--- config.mk ---
export PLATFORM = sky130hd
export DESIGN_NAME = step_pulse_gen
export DESIGN_NICKNAME = d
export VERILOG_FILES = /design/src/rtl/step_pulse_gen.sv
export SDC_FILE = /design/constraint.sdc
export NUM_CORES = 1
export LEC_CHECK = 0
export CAP_MARGIN = 20
export CORE_MARGIN = 3
export CORE_UTILIZATION = 55
export DETAILED_ROUTE_END_ITERATION = 8
export PLACE_DENSITY = 0.74
export SYNTH_ARGS = -nofsm -noshare
export SYNTH_HDL_FRONTEND = slang
export SYNTH_SLANG_ARGS = --single-unit
export TNS_END_PERCENT = 20
--- constraint.sdc ---
create_clock -name CLK -period 6.2 [get_ports CLK]
set_input_delay 0.62 -clock CLK [delete_from_list [all_inputs] [get_ports CLK]]
set_output_delay 0.62 -clock CLK [all_outputs]
set_load 0.005 [all_outputs]
--- src/rtl/step_pulse_gen.sv ---
// Synthetic step-pulse source: a phase accumulator produces exactly RATE rising
// edges of PULSE per CLK_HZ cycles, alongside a strobe and a seconds timeline.
module step_pulse_gen #(
    parameter int CLK_HZ = 100_000_000,
    parameter int ACC_W  = $clog2(2*CLK_HZ)
) (
    input  logic       CLK,
    input  logic       RESET,
    input  logic       START,
    input  logic [1:0] MODE,
    output logic       PULSE,
    output logic       STEP_STROBE,
    output logic       SEC_TICK,
    output logic [7:0] ELAPSED_SEC,
    output logic [7:0] RATE
);
    localparam int CYC_W = (CLK_HZ > 1) ? $clog2(CLK_HZ) : 1;
    localparam logic [ACC_W-1:0] HZ   = ACC_W'(CLK_HZ);
    localparam logic [ACC_W-1:0] HALF = ACC_W'(CLK_HZ / 2);
    localparam logic [CYC_W-1:0] LAST = CYC_W'(CLK_HZ - 1);

    logic [ACC_W-1:0] acc, acc_sum, acc_next;
    logic [CYC_W-1:0] cyc;
    logic             pulse_next, sec_wrap;
    logic [7:0]       elapsed_next;

    // Hybrid profile is indexed by elapsed seconds; it goes silent from second 9.
    function automatic logic [7:0] rate_sel(input logic [1:0] mode, input logic [7:0] sec);
        logic [7:0] r;
        r = 8'd0;
        case (mode)
            2'b00: r = 8'd32;
            2'b01: r = 8'd64;
            2'b10: r = 8'd128;
            default: begin
                case (sec)
                    8'd0:    r = 8'd20;
                    8'd1:    r = 8'd33;
                    8'd2:    r = 8'd66;
                    8'd3:    r = 8'd27;
                    8'd4:    r = 8'd70;
                    8'd5:    r = 8'd30;
                    8'd6:    r = 8'd19;
                    8'd7:    r = 8'd30;
                    8'd8:    r = 8'd33;
                    default: r = 8'd0;
                endcase
            end
        endcase
        return r;
    endfunction

    always_comb begin
        acc_sum      = acc + ACC_W'(RATE);
        acc_next     = (acc_sum >= HZ) ? acc_sum - HZ : acc_sum;
        pulse_next   = (acc_next >= HALF);
        sec_wrap     = (cyc == LAST);
        elapsed_next = ELAPSED_SEC;
        if (sec_wrap && ELAPSED_SEC != 8'hFF)
            elapsed_next = ELAPSED_SEC + 8'd1;
    end

    // RATE is looked up from the next elapsed value so a hybrid step lands
    // exactly on the cycle after SEC_TICK.
    always_ff @(posedge CLK) begin
        if (!RESET || !START) begin
            acc         <= '0;
            cyc         <= '0;
            PULSE       <= 1'b0;
            STEP_STROBE <= 1'b0;
            SEC_TICK    <= 1'b0;
            ELAPSED_SEC <= 8'd0;
            RATE        <= rate_sel(MODE, 8'd0);
        end else begin
            acc         <= acc_next;
            cyc         <= sec_wrap ? '0 : cyc + CYC_W'(1);
            PULSE       <= pulse_next;
            STEP_STROBE <= pulse_next & ~PULSE;
            SEC_TICK    <= sec_wrap;
            ELAPSED_SEC <= elapsed_next;
            RATE        <= rate_sel(MODE, elapsed_next);
        end
    end
endmodule

After elaboration in Yosys (flattened, before gate mapping)
Memories as Yosys holds them, arrays and structs flattened.
Cells that the tools add are included.
{ "totals": {"inputBits": 5, "n_memories": 1, "mem_bits_ro": 112, "register_bits": 74, "wordCells": 33} }
{ "memory_table": {"columns": ["name", "words", "width", "read_ports", "rd_ports_with_merged_regs", "wr", "line_no", "text"], "rows": [
  ["(name not given)", 16, 7, 1, 0, 0, "36", "case (sec)"]
]} }
{ "classes": {"bitwise": 2, "n_lt_le_gt_ge": 2, "muxes": 6, "add_sub_neg": 4, "reduce_logical": 7, "n_eq_ne": 4} }
{ "ops": {"columns": ["cell", "count"], "rows": [
  ["8-bit case mux with 3 select lines", 2],
  ["28-bit by 8-bit adder with 28-bit output", 1],
  ["28-bit by 26-bit greater-or-equal comparator with 1-bit output, second input constant", 1],
  ["28-bit by 27-bit greater-or-equal comparator with 1-bit output, second input constant", 1],
  ["28-bit two-way mux", 1],
  ["28-bit by 27-bit subtractor with 28-bit output, second input constant", 1],
  ["27-bit by 1-bit adder with 27-bit output, second input constant", 1],
  ["27-bit equality test, second input constant", 1],
  ["8-bit two-way mux", 3],
  ["8-bit by 1-bit adder with 8-bit output, second input constant", 1],
  ["8-bit != test, second input constant", 1],
  ["4-bit zero test", 1],
  ["2-bit by 1-bit equality test with 1-bit output, second input constant", 1],
  ["2-bit equality test, second input constant", 1],
  ["1-bit zero test", 2],
  ["2-bit zero test", 1],
  ["2-bit OR reduction", 1],
  ["1-bit bitwise AND", 1],
  ["1-bit logical AND", 1],
  ["1-bit logical OR", 1],
  ["1-bit inverter", 1]
]} }

Depth between registers and ports, before layout
{ "logic_depth": {"ltp_word": 7, "mapped_depth": 19, "mapped_depth_nobuf": 16} }

Worst setup path before layout
No wires, ideal clock.
{ "synth_timing": {"kind": "flip-flop to flip-flop", "start": "register RATE[0]", "end": "register STEP_STROBE", "synth_period_minus_slack_ps": 4254, "slack_ps": 1946, "t_arrival_ps": 4129, "setup_ps": 124, "t_required_ps": 6076, "path_stages_with_launch": 19, "path_cell_list": "dfxtp_1 -> ha_1 -> inv_1 -> fa_1 -> nand2b_1 -> a211oi_4 -> or3_1 -> nand3_1 -> ha_1 -> buf_1 -> inv_1 -> o211ai_1 -> a2111o_1 -> and3_1 -> clkbuf_1 -> o311a_1 -> o22a_1 -> a311oi_2 -> nor3_1"} }
{ "synth_between": {"elab_chain_cells": 5} }
{ "synth_rtl": {"columns": ["element", "line_no", "text"], "rows": [
  ["from (decl)", "15", "output logic [7:0] RATE"],
  ["from (signal assigned)", "73", "RATE <= rate_sel(MODE, 8'd0);"],
  ["from (signal assigned)", "81", "RATE <= rate_sel(MODE, elapsed_next);"],
  ["28-bit by 8-bit adder with 28-bit output *", "54", "acc_sum = acc + ACC_W'(RATE);"],
  ["28-bit by 27-bit subtractor with 28-bit output or 28-bit by 27-bit greater-or-equal comparator with 1-bit output (tied branches)", "55", "acc_next = (acc_sum >= HZ) ? acc_sum - HZ : acc_sum;"],
  ["28-bit two-way mux *", "55", null],
  ["28-bit by 26-bit greater-or-equal comparator with 1-bit output *", "56", "pulse_next = (acc_next >= HALF);"],
  ["1-bit bitwise AND *", "78", "STEP_STROBE <= pulse_next & ~PULSE;"],
  ["to (signal assigned)", "78", null],
  ["to (decl)", "12", "output logic STEP_STROBE,"]
]} }
Mark *: on every way between the ends. The rest lies on a longest branch, timed or not.
A chain may end at the register's enable or synchronous reset.

Worst setup path after layout
Same ends and word-level chain as after synthesis.

==> flow_summary.toml <==
[yosys]
syn_nets = 599
synth_edf_count = 0
postSynthCellCount = 577
synthesis.area_sq_um = 4650
synth_ff_type = "dfxtp_1"
synth_area_per_cell_sq_um = 8.05
yosys_register_bits = 74
ys_seq_area_frac = 0.319
yosysWarnings = 0
synth_cell_types = 76
synthArstFlopShare = 0

[detailed_routing]
ant_nets = 0
drc = 0
vias = 4208
drt-vias-per-instance = 6.03
firstDrtPassIters = 5
wirelength_mm = 11.2
avgRoutedWirePerCell_microns = 16.0
drt_iter0_markers = 357

[setup_path]
reg2reg_from = "RATE[0]"
endpoint_kind = "flip-flop"
cp.buffers_inverters = 1
required_ns = 6.44
cpPeakStageDelay_ns = 0.61
crit_type = "reg2reg"
worstPathArrival_ns = 5.15
path_max_fanout = 22
cp_slowest_cell = "o41ai_1"
crit_family = "compound AO/OA/AOI/OAI gates"
cp-startpoint = "RATE[0]"
start_kind = "flip-flop"
cp_cell_sequence = "ha_1, inv_1, fa_1, nand2b_1, a211oi_4, o21ai_2, xnor2_1, o41ai_1, nand4_1, or4_4, and3_1, o311a_1, o22a_1, a311oi_2, nor3_1"

[cts]
htree_levels = 3
cts.sinks = 74
cts_tree = "done"
clkLatencyLatePin_ns = 0.35
clk_path_buf_depth = 2
cts.clk_slew.worst_paths_ns = 0.08
cts_resized = 0
postCtsSetupRepairBufs = 0
cts_root_buf = "clkbuf_8"
numCtsBuffers = 9
ctsHoldBuffers = 0

[grt]
grt_max_degree = 38
antenna_found_initial = 0
grt.busiest_layer = "met2"
track_usage = 0.241
grt_util_met3 = 0.0514
grt_pass1_wl_mm = 19.2
globalRouteOverflowTotal = 0
use_met2 = 0.382
grtUsageMet1 = 0.325
first_global_vias = 4091

[final_layout]
nets = 613
drive_gt1_frac = 0.0654
final_cell_mix = "nor2_1, dfxtp_1, nand2_1, xnor2_1, xor2_1"
final_area_sq_um = 5130
final_common_cell = "nor2_1"
syn_to_final_growth_pct = 10.4
diodes = 0
fill_cells = 721
fin_util = 0.644

[timing]
fmax_ghz = 0.203
whs_ns = 0.432
timing.final.crit_share = 0.793
tightest_slew_ns = 0.920
hold_viol = 0
rsz0062_at_grt = "no"
setup_slack_ns = 1.28
slew_viol_final = 0
period_needed_ns = 4.92
fin_skew_ns = 0.0118
setup_viol = 0
setup_tns_ns = 0
maxSlewHeadroom = 0.371

[pwr]
p_leak_nw = 1.89
ir_drop_uv = 154
p_per_area_nw_per_um2 = 180

[outcome]
status = "finished, final reports clean"

[placement]
pre_cts_ws_ns = 1.31
post_dp_cell_area_sq_um = 4920
io_buffers = 23
dp_hpwl_mm = 8.42
gp_congestion = 0.925

[floorplan]
core_sq_um = 7970
start_util = 0.583
die-area_sq_um = 9590
die_w_microns = 97.9
ioPinCount = 24
die_y_microns = 97.9
fp-row-count = 32

[worst_hold_path]
hold_path_startpoint = "PULSE"
hp-class = "reg2reg"

[flow_run]
cap_violations = 0
-- power by group --
group          total [mW]  switching, mW  internal (mW)
Sequential          0.482        0.00264          0.479
Clock               0.392          0.191          0.201
Combinational      0.0480         0.0302         0.0178
Total               0.922          0.224          0.698
-- layout make-up --
| type | instances | area, sq um | area share |
|---|---|---|---|
| clock inverter | 6 | 72.6 | 0.0141 |
| sequential | 74 | 1480 | 0.289 |
| clock buffer | 10 | 138 | 0.0268 |
| timing repair buffer | 24 | 238 | 0.0464 |
| tap | 102 | 128 | 0.0249 |
| inverter | 10 | 37.5 | 0.00732 |
| multi-input combinational | 472 | 3030 | 0.592 |
-- final timing paths --
check / to / slack (ns) / cells after the start
worst min-delay path: STEP_STROBE / 0.43 / 1
worst max-delay path: STEP_STROBE / 1.28 / 15
worst min register to register: STEP_STROBE / 0.43 / 1
worst max register to register: STEP_STROBE / 1.28 / 15
-- kinds of logic (layout without fill, tap and decap cells) --
logic type | count (synthesis) | count (layout) | synth area share
flops | 74 | 74 | 0.319
xor+xnor | 69 | 69 | 0.134
mux | 6 | 6 | 0.0132
compound gates | 108 | 108 | 0.169
fa+ha+maj | 17 | 17 | 0.0474
buf+inv | 31 | 50 | 0.0283
simple gates | 272 | 272 | 0.289
-- flip-flops by register name (all words and copies together) (netlist names) --
signal       cells
cyc             27
RATE             8
STEP_STROBE      1
acc             28
ELAPSED_SEC      8
PULSE            1
SEC_TICK         1
-- cell usage after synthesis, types with 3 or more instances --
cell type  number  area share
o41ai_1         3      0.0057
and4_1          3      0.0057
xor2_1         32       0.060
inv_1          10      0.0081
nor2b_1         3      0.0040
nand3_1        31       0.033
nor4_1          5      0.0067
a31oi_1         5      0.0067
and2_1          8       0.011
or2_2           3      0.0040
nor2_1         96       0.078
nor3_1         19       0.020
o21bai_1        3      0.0048
nand3b_1        3      0.0048
o21ai_0        18       0.019
or3_1           4      0.0054
o211ai_1        3      0.0048
buf_2           8      0.0086
a21oi_1        21       0.023
nor3b_1         4      0.0065
ha_1           16       0.043
o221ai_1        4      0.0075
nand2_1        42       0.034
nor3_2          3      0.0065
mux2i_1         5       0.011
clkbuf_1       10      0.0081
and3_1         24       0.032
dfxtp_1        74        0.32
o21a_1          7       0.011
nand4_1        12       0.016
a21o_1          5      0.0081
xnor2_1        36       0.068
o22ai_1         4      0.0054
-- per-stage QoR --
step	std cells	total power, mW
3_5_place_dp	682	0.541
6_report	698	0.922
2_1_floorplan	577	0.524
5_1_grt	698	0.962
3_3_place_gp	682	0.539
4_1_cts	698	0.932
-- worst reg2reg max path: cells and delay by family (launching register included) --
kind,cells,cell delay (ns)
DFF,1,0.34
xor gates and xnor gates,1,0.25
AOI/OAI and AO/OA,6,2.17
and+or+nand+nor,5,1.42
buffers and inverters,1,0.06
adders and majority gates,2,0.57
-- metal layers --
metal  routed length [microns]  up-vias
met5                         0        -
met4                       207        0
met3                       691       18
met2                      5100      125
met1                      5190     1975
li1                          -     2090
Power figures use the tool's default switching activity.
==> RTL change, RTL diff (same settings) <==
`CLK_HZ`: 100_000_000 -> 200_000_000.
--- a/src/rtl/step_pulse_gen.sv
+++ b/src/rtl/step_pulse_gen.sv
@@ -2,5 +2,5 @@
 // edges of PULSE per CLK_HZ cycles, alongside a strobe and a seconds timeline.
 module step_pulse_gen #(
-    parameter int CLK_HZ = 100_000_000,
+    parameter int CLK_HZ = 200_000_000,
     parameter int ACC_W  = $clog2(2*CLK_HZ)
 ) (
Function: same outputs for any inputs over 10 cycles, from zero or initial values; that may be too few to reach the edited logic, so the function may still have changed.
==> RTL change against the unedited design <==
- global-route usage shrank 0.37 points
- core utilization is 0.63 points lower
- total power is 5.5% higher
- synthesized cell count rose by 0.52%
- worst setup slack better by 0.34 ns
- wire length grew 1.4%
- cell area grew 3.7%
- clock power increased by 13%
- area after synthesis grew 3.4%
- largest power group unchanged
- highest routed layer unchanged
- clock skew about the same
- sequential cell count is 2 higher
- hold slack gained 0.068 ns
==> RTL change: results <==
metrics = {
    "sta": {
        "timing.hold.ws_ns": 0.500,
        "skew_ns": 0.0119,
        "slew_headroom": 0.427,
    },
    "clock_network": {
        "cts_resized": 0,
        "clk_path_buf_depth": 2,
        "clk_latency_ns": 0.35,
        "path_clk_slew_ns": 0.09,
        "root_buffer": "clkbuf_8",
        "postCtsSetupBuffers": 0,
        "numCtsBuffers": 9,
    },
    "power_and_ir_drop": {
        "leakage_nw": 1.88,
        "ir_worst_vdd_mv": 0.123,
    },
    "yosys": {
        "synth_seq_area_share": 0.317,
        "synthFlopType": "dfxtp_1",
        "synth.area.top_cells": "dfxtp_1, nor2_1, xor2_1",
        "synth_top_cells_by_count": "nor2_1, dfxtp_1, nand2_1",
        "syn-num-nets": 602,
        "synthDistinctLibCells": 78,
    },
    "placement": {
        "placed_area_sq_um": 5080,
        "gp_congestion": 0.944,
        "dpl.hpwl_um": 8410,
        "portBuffers": 23,
    },
    "global_route": {
        "track_usage": 0.238,
        "antenna_found_initial": 0,
        "grt_pass1_vias": 4054,
        "grt_pass1_wl_um": 19500,
        "grt_max_degree": 28,
    },
    "finish": {
        "antenna_cells": 0,
        "largestRegisters": "acc: 29 flops, cyc: 28 flops",
        "nFillCells": 732,
        "drive_above_1_share": 0.0795,
        "fin_nets": 621,
    },
    "critical_path": {
        "reg2reg_slack_ns": 1.62,
        "critPathMaxStageDelay_ns": 0.61,
        "critPathMaxFanout": 20,
        "critical_path_arrival_ns": 4.85,
        "cp_slowest_cell": "o21ai_2",
        "crit_family": "compound AO/OA/AOI/OAI gates",
    },
    "routing": {
        "vias": 4318,
        "drtIter0Drc": 226,
        "first_pass_iters": 5,
        "wl_per_cell_um": 16.0,
    },
    "hold_path": {
        "min_path_type": "register to register",
    },
    "outcome": {
        "outcome": "completed",
    },
}
[RTL change: changes by cell type after synthesis, moves of 5 or more]
| cell | change |
|---|---|
| and2_1 | +6 |
| and3_1 | -11 |
| inv_1 | +5 |
| nand3_1 | -8 |
| nand4_1 | +9 |
| nor2_1 | -5 |
| nor4_1 | +5 |
| or3_1 | +5 |
[RTL change: worst register-to-register path: cells and delay by family, from the launching register on]
| kind | cells | cell delay (ns) |
|---|---|---|
| AO/OA/AOI/OAI | 7 | 2.55 |
| adder cells (fa/ha/maj) | 2 | 0.42 |
| AND/OR/NAND/NOR | 5 | 1.14 |
| flip-flops | 1 | 0.32 |
| buffers and inverters | 1 | 0.08 |
[RTL change: worst paths after layout]
check,startpoint,endpoint,cells past startpoint
worst max-delay path,RATE[0],STEP_STROBE,15
worst min-delay path,PULSE,STEP_STROBE,1
worst max register to register,RATE[0],STEP_STROBE,15
worst min register to register,PULSE,STEP_STROBE,1
[RTL change: stage by stage]
step                 util  cells  total power [W]  setup WS [ns]
floorplan               -    580         0.000528           2.35
global placement    0.610    693         0.000542           1.88
detailed placement  0.610    693         0.000542           1.69
CTS                 0.637    709         0.000979           1.65
global route        0.637    709          0.00100           1.26
finish              0.637    709         0.000972           1.62
[RTL change: final cells by class]
class / instances / area share
flip-flops and latches: 76 / 0.286
inverters: 15 / 0.0106
clock buffers: 10 / 0.0259
clock inverters: 6 / 0.0177
repair buffers: 24 / 0.0447
multi-input cells: 473 / 0.590
well taps: 105 / 0.0247
[RTL change: metal layers]
metal,up-vias,part of all wire,wire length [um],track usage
met2,133,0.45,5140,0.377
met4,0,0.012,137,0.0515
met5,-,0,0,0
met1,2047,0.47,5320,0.333
li1,2121,-,-,-
met3,17,0.065,734,0.0526
[RTL change: where the power goes]
group          switching, W   total, W  internal, W
combinational     0.0000232  0.0000377    0.0000145
sequential       0.00000205   0.000493     0.000491
clock              0.000200   0.000441     0.000241
total              0.000225   0.000972     0.000747
[RTL change: kinds of logic after synthesis]
group	count (synthesis)	share of synthesized area
compound gates	100	0.157
xor+xnor	70	0.129
fa+ha+maj	17	0.0458
buf+inv	31	0.0302
flops	76	0.317
mux	5	0.0107
simple gates	281	0.311
